<file path="src/rtl/i2c_read_sched.sv">
// i2c_read_sched: round-robin scheduler that shares one I2C read engine among four requesters.
//
// Ports:
//   pt_ck_i              clock (rising edge)
//   reset_n_i            asynchronous active-low reset
//   req_i[3:0]           level read requests, held until own rd_done_o bit
//   slv_addr_i[31:0]     packed slave addresses, requester i uses [8i+7:8i]
//   gnt_o[3:0]           one-hot grant, high from ARB exit through DONE
//   rd_done_o[3:0]       one-cycle completion pulse to the granted requester
//   rd_data_o[15:0]      captured read data, held until next capture
//   rd_ack_o             captured slave-address ACK
//   eng_go_o             start strobe to the engine, high GO_HOLD cycles
//   eng_slave_address_o  address presented to the engine
//   eng_end_ok_i         engine done/idle flag (low while busy)
//   eng_data16_i         engine read data
//   eng_ack_ok_i         engine address ACK status
//   busy_o               high whenever the scheduler is not idle
//   timeout_o            one-cycle pulse when a transaction is aborted
//
// Optional feature: define I2C_READ_SCHED_TIMEOUT_EN to abort a transaction that spends
// TIMEOUT_CYC cycles in WAIT_LO plus WAIT_HI. Without it the wait states never give up.
module i2c_read_sched #(
  parameter int unsigned GO_HOLD     = 4,
  parameter int unsigned TIMEOUT_CYC = 65535
) (
  input  logic        pt_ck_i,
  input  logic        reset_n_i,
  input  logic [3:0]  req_i,
  input  logic [31:0] slv_addr_i,
  output logic [3:0]  gnt_o,
  output logic [3:0]  rd_done_o,
  output logic [15:0] rd_data_o,
  output logic        rd_ack_o,
  output logic        eng_go_o,
  output logic [7:0]  eng_slave_address_o,
  input  logic        eng_end_ok_i,
  input  logic [15:0] eng_data16_i,
  input  logic        eng_ack_ok_i,
  output logic        busy_o,
  output logic        timeout_o
);

  typedef enum logic [2:0] {StIdle, StArb, StGoHi, StWaitLo, StWaitHi, StDone} state_e;

  state_e      state_q, state_d;
  logic [3:0]  gnt_q, gnt_d;
  logic [1:0]  gnt_idx_q, gnt_idx_d;
  logic [1:0]  last_q, last_d;
  logic [7:0]  addr_q, addr_d;
  logic [15:0] rd_data_q, rd_data_d;
  logic        rd_ack_q, rd_ack_d;
  logic [7:0]  go_cnt_q, go_cnt_d;
  logic        to_hit;

  // Round-robin search starting just after the last served index.
  logic       arb_hit;
  logic [1:0] arb_idx;
  logic [1:0] cand;
  always_comb begin
    arb_hit = 1'b0;
    arb_idx = last_q;
    cand    = last_q;
    for (int k = 1; k <= 4; k++) begin
      cand = last_q + k[1:0];
      if (!arb_hit && req_i[cand]) begin
        arb_hit = 1'b1;
        arb_idx = cand;
      end
    end
  end

`ifdef I2C_READ_SCHED_TIMEOUT_EN
  logic [15:0] to_cnt_q, to_cnt_d;

  assign to_hit = ((state_q == StWaitLo) || (state_q == StWaitHi)) &&
                  (to_cnt_q == 16'(TIMEOUT_CYC));

  always_comb begin
    to_cnt_d = to_cnt_q;
    if (state_q == StGoHi) begin
      to_cnt_d = '0;
    end else if ((state_q == StWaitLo) || (state_q == StWaitHi)) begin
      if (to_cnt_q != 16'hFFFF) to_cnt_d = to_cnt_q + 16'd1;
    end
  end

  always_ff @(posedge pt_ck_i or negedge reset_n_i) begin
    if (!reset_n_i) to_cnt_q <= '0;
    else            to_cnt_q <= to_cnt_d;
  end
`else
  assign to_hit = 1'b0;
`endif

  // State register
  always_ff @(posedge pt_ck_i or negedge reset_n_i) begin
    if (!reset_n_i) state_q <= StIdle;
    else            state_q <= state_d;
  end

  // Next-state logic
  always_comb begin
    state_d = state_q;
    case (state_q)
      StIdle:   if (|req_i) state_d = StArb;
      StArb:    state_d = arb_hit ? StGoHi : StIdle;
      StGoHi:   if (go_cnt_q == 8'(GO_HOLD - 1)) state_d = StWaitLo;
      StWaitLo: begin
        if (to_hit)             state_d = StIdle;
        else if (!eng_end_ok_i) state_d = StWaitHi;
      end
      StWaitHi: begin
        if (to_hit)            state_d = StIdle;
        else if (eng_end_ok_i) state_d = StDone;
      end
      StDone:   state_d = StIdle;
      default:  state_d = StIdle;
    endcase
  end

  // Datapath next-state
  always_comb begin
    gnt_d     = gnt_q;
    gnt_idx_d = gnt_idx_q;
    last_d    = last_q;
    addr_d    = addr_q;
    rd_data_d = rd_data_q;
    rd_ack_d  = rd_ack_q;
    go_cnt_d  = go_cnt_q;
    if (state_q == StArb && arb_hit) begin
      gnt_d     = 4'b0001 << arb_idx;
      gnt_idx_d = arb_idx;
      addr_d    = slv_addr_i[{arb_idx, 3'b000} +: 8];
      go_cnt_d  = '0;
    end
    if (state_q == StGoHi) go_cnt_d = go_cnt_q + 8'd1;
    // Capture on the way into DONE so the data is valid alongside the pulse.
    if (state_q == StWaitHi && !to_hit && eng_end_ok_i) begin
      rd_data_d = eng_data16_i;
      rd_ack_d  = eng_ack_ok_i;
    end
    if (state_q == StDone) begin
      last_d = gnt_idx_q;
      gnt_d  = '0;
    end
    if (to_hit) begin
      last_d   = gnt_idx_q;
      gnt_d    = '0;
      rd_ack_d = 1'b0;
    end
  end

  always_ff @(posedge pt_ck_i or negedge reset_n_i) begin
    if (!reset_n_i) begin
      gnt_q     <= '0;
      gnt_idx_q <= '0;
      last_q    <= 2'd3;
      addr_q    <= '0;
      rd_data_q <= '0;
      rd_ack_q  <= 1'b0;
      go_cnt_q  <= '0;
    end else begin
      gnt_q     <= gnt_d;
      gnt_idx_q <= gnt_idx_d;
      last_q    <= last_d;
      addr_q    <= addr_d;
      rd_data_q <= rd_data_d;
      rd_ack_q  <= rd_ack_d;
      go_cnt_q  <= go_cnt_d;
    end
  end

  // Outputs
  always_comb begin
    gnt_o               = gnt_q;
    eng_go_o            = (state_q == StGoHi);
    busy_o              = (state_q != StIdle);
    timeout_o           = to_hit;
    rd_done_o           = ((state_q == StDone) || to_hit) ? gnt_q : 4'b0000;
    rd_data_o           = rd_data_q;
    rd_ack_o            = rd_ack_q & ~to_hit;
    eng_slave_address_o = addr_q;
  end

endmodule

</file>
<file path="config.mk">
export PLATFORM = sky130hd
export DESIGN_NAME = i2c_read_sched
export DESIGN_NICKNAME = d
export VERILOG_FILES = /design/src/rtl/i2c_read_sched.sv
export SDC_FILE = /design/constraint.sdc
export NUM_CORES = 1
export LEC_CHECK = 0
export CORE_UTILIZATION = 45
export DETAILED_ROUTE_END_ITERATION = 10
export HOLD_SLACK_MARGIN = 0.02
export PLACE_DENSITY = 0.82
export SYNTH_ARGS = -nofsm -noshare
export SYNTH_HDL_FRONTEND = slang
export SYNTH_SLANG_ARGS = --single-unit
</file>
<file path="constraint.sdc">
create_clock -name pt_ck_i -period 3.54 [get_ports pt_ck_i]
set_input_delay 0.531 -clock pt_ck_i [delete_from_list [all_inputs] [get_ports pt_ck_i]]
set_output_delay 0.531 -clock pt_ck_i [all_outputs]
set_load 0.05 [all_outputs]
</file>
==> flow_summary.toml <==
[critical_path]
startpoint_type = "register"
crit_required_ns = 3.01
crit_chain = "nand2b_1 > or2_2 > clkinv_1 > clkdlybuf4s50_1"
crit_arrival_ns = 2.44
crit_slowest_cell = "clkdlybuf4s50_1"
crit_fanout = 14
crit_path_max_incr_delay_ns = 0.85
cp-end-kind = "output pin"
critPathKind = "reg2out"

[clock_tree]
postCtsResizedCells = 0
postCtsHoldBufs = 0
cts.clk_slew.worst_paths_ns = 0.09
clockRootBuffer = "clkbuf_8"
cts_buffer_depth = 2
clock_sinks = 44
post_cts_buffers = 0
htreeDepth = 2
cts_buffers = 5
clk_latency_ns = 0.30
cts_tree = "done"

[outcome]
status = "completed"

[power_and_ir_drop]
power_frac_seq_pct = 29.2
combPwrFrac_pct = 59.3
power_leakage_nw = 1.402
clockPowerShare_pct = 11.6
total_power_w = 0.002938
ir_drop_v = 0.0006017
pwr_density_cell_nw_per_um2 = 891.2
internal_power_w = 0.001521
p_sw_w = 0.001418
p_sw_share_pct = 48.25

[route]
via_per_inst = 5.371
wl_met1_um = 2459
wire_per_inst_um = 15.57
drt_iter0_drc = 133
drtAntennaViolNets = 0
dr.pass1.iters = 4
wl_um = 5744
vias = 1982
drc = 0
dr_wl_met3_um = 263
dr.max_layer_used = "met4"
wl_met2_um = 2955

[cells_and_area]
final_nets = 358
diodes = 0
final_common_cell = "clkdlybuf4s50_1"
fillCellCount = 389
mostFrequentLayoutCells = "clkdlybuf4s50_1, dfrtp_1, nand2_1"
drive_gt1_share_pct = 14.90
stdcell_count = 369
final_core_util_pct = 68.44
syn_to_final_growth_pct = 43.21

[placed_design]
dp_hpwl_um = 4245
post-place-ws_ns = 0.9222
portBuffers = 90
dp_cells = 361
gp_congestion = 0.7932

[grt]
gr-total-overflow = 0
grt_max_degree = 45
track_usage_pct = 22.72
antenna_found_initial = 0
grt_first_pass_wirelength_um = 9308
grt_pass1_vias = 1922

[yosys]
synth_flop_cell = "dfrtp_1"
syn_inst = 214
synth_edf_count = 0
ys_seq_area_share_pct = 47.93
synth.avg_cell_area_um2 = 10.76
syn-cell-area_um2 = 2302
yosysUniqueCellTypes = 45
synth_warnings = 0
synth_nets = 271
ys_async_sr_fraction_pct = 100.0
synth-seq-cells = 44

[die]
initial_core_util_pct = 47.79
row_count = 25
core_um2 = 4817
io_pins = 92
die_width_um = 73.53
die_y_um = 73.53
fp.dieArea_um2 = 5406

[sta]
setup_viol = 0
drv_slew = 0
rsz0062_at_grt = "false"
hold_viol = 0
tns_ns = 0
fin_crit_sh_pct = 83.80
fin_ws_ns = 0.5737
tightest_slew_ns = 0.9773
skew_ns = 0.01123
min_period_ns = 2.966
worst_slew_margin_rel_pct = 34.85
timing.fmax_mhz = 337.1

[job]
maxCapViolCount = 0

[min_path]
hold_path.class = "in2async"
-- power groups by stage --
stage	logic [W]	clock network [W]	registers, W
after floorplan	0.000751	0	0.00135
after global placement	0.00172	0	0.000853
after detailed placement	0.00175	0	0.000863
after CTS	0.00175	0.000346	0.000857
after global routing	0.00185	0.000363	0.000886
final	0.00174	0.000340	0.000857
-- registers in the layout, summed over array words and instances, names as in the netlist --
register and cells:
gnt_o 4, rd_data_o 16, state_q 3, rd_ack_o 1, gnt_idx_q 2, last_q 2, eng_slave_address_o 8, go_cnt_q 8
-- synthesized netlist by cell type (2+ instances only) --
| master | instances | share of area [%] |
|---|---|---|
| and2b_1 | 2 | 0.65 |
| nand2_1 | 21 | 3.4 |
| and3_1 | 8 | 2.2 |
| o21a_1 | 3 | 0.98 |
| nor2_1 | 17 | 2.8 |
| a31oi_1 | 3 | 0.82 |
| mux2i_1 | 8 | 3.5 |
| mux2_2 | 17 | 8.3 |
| nor3_1 | 9 | 2.0 |
| o21ai_0 | 6 | 1.3 |
| a211oi_2 | 9 | 4.9 |
| a32o_1 | 2 | 0.87 |
| buf_2 | 3 | 0.65 |
| buf_6 | 5 | 2.4 |
| nand3_1 | 3 | 0.65 |
| a211oi_1 | 7 | 2.3 |
| buf_4 | 2 | 0.65 |
| a21o_1 | 2 | 0.65 |
| a21oi_1 | 2 | 0.43 |
| nand4_1 | 2 | 0.54 |
| nand2b_1 | 5 | 1.4 |
| o21ai_1 | 13 | 2.8 |
| dfstp_2 | 2 | 2.3 |
| dfrtp_1 | 42 | 46 |
-- per-stage QoR --
stage / instance area, µm² / hold WS [ns]
6_report: 3297 / 0.3780
3_5_place_dp: 3199 / 0.4623
3_3_place_gp: 3199 / 0.4494
4_1_cts: 3297 / 0.4203
5_1_grt: 3297 / 0.4838
2_1_floorplan: 2302 / 0.2354
-- worst paths after layout --
check	from	endpoint	slack, ns	cells after the start
setup / recovery	state_q[2]	eng_go_o	0.57	4
hold / removal	reset_n_i	rd_data_o[5]	0.38	1
setup reg to reg	state_q[1]	eng_slave_address_o[3]	1.55	5
hold reg to reg	go_cnt_q[7]	go_cnt_q[7]	0.48	1
max in group asynchronous	reset_n_i	eng_slave_address_o[4]	2.55	1
min in group pt_ck_i	go_cnt_q[7]	go_cnt_q[7]	0.48	1
-- cell families (layout without fill, tap and decap cells) --
| group | count (synthesis) | after routing | synth area share [%] |
|---|---|---|---|
| other | 1 | 1 | 0.1629 |
| adders and majority gates | 1 | 1 | 0.5434 |
| and+or+nand+nor | 79 | 79 | 18.86 |
| muxes | 25 | 25 | 11.79 |
| DFF | 44 | 44 | 47.93 |
| AOI/OAI and AO/OA | 51 | 51 | 16.47 |
| buffers and inverters | 13 | 101 | 4.238 |
-- per-layer routing --
layer	GRT usage, %	vias to the layer above
met4	6.410	0
met1	30.31	974
met5	0	-
li1	-	947
met3	4.527	6
met2	37.61	55
-- worst max-delay path, delay by kind of cell (launching register included) --
kind          cells  cell delay (ns)
simple gates      2             0.56
flops             1             0.50
buf+inv           2             1.07
-- area by class of cell --
class	count	area [µm²]	area share, %
sequential	44	1104	33.47
timing repair buffer	91	903.4	27.40
clock inverter	2	15.01	0.4554
clock buffer	6	82.58	2.505
tap	67	83.83	2.543
multi-input combinational	157	1101	33.40
inverter	2	7.507	0.2277
Note: power is estimated with default switching activity, not from simulation.
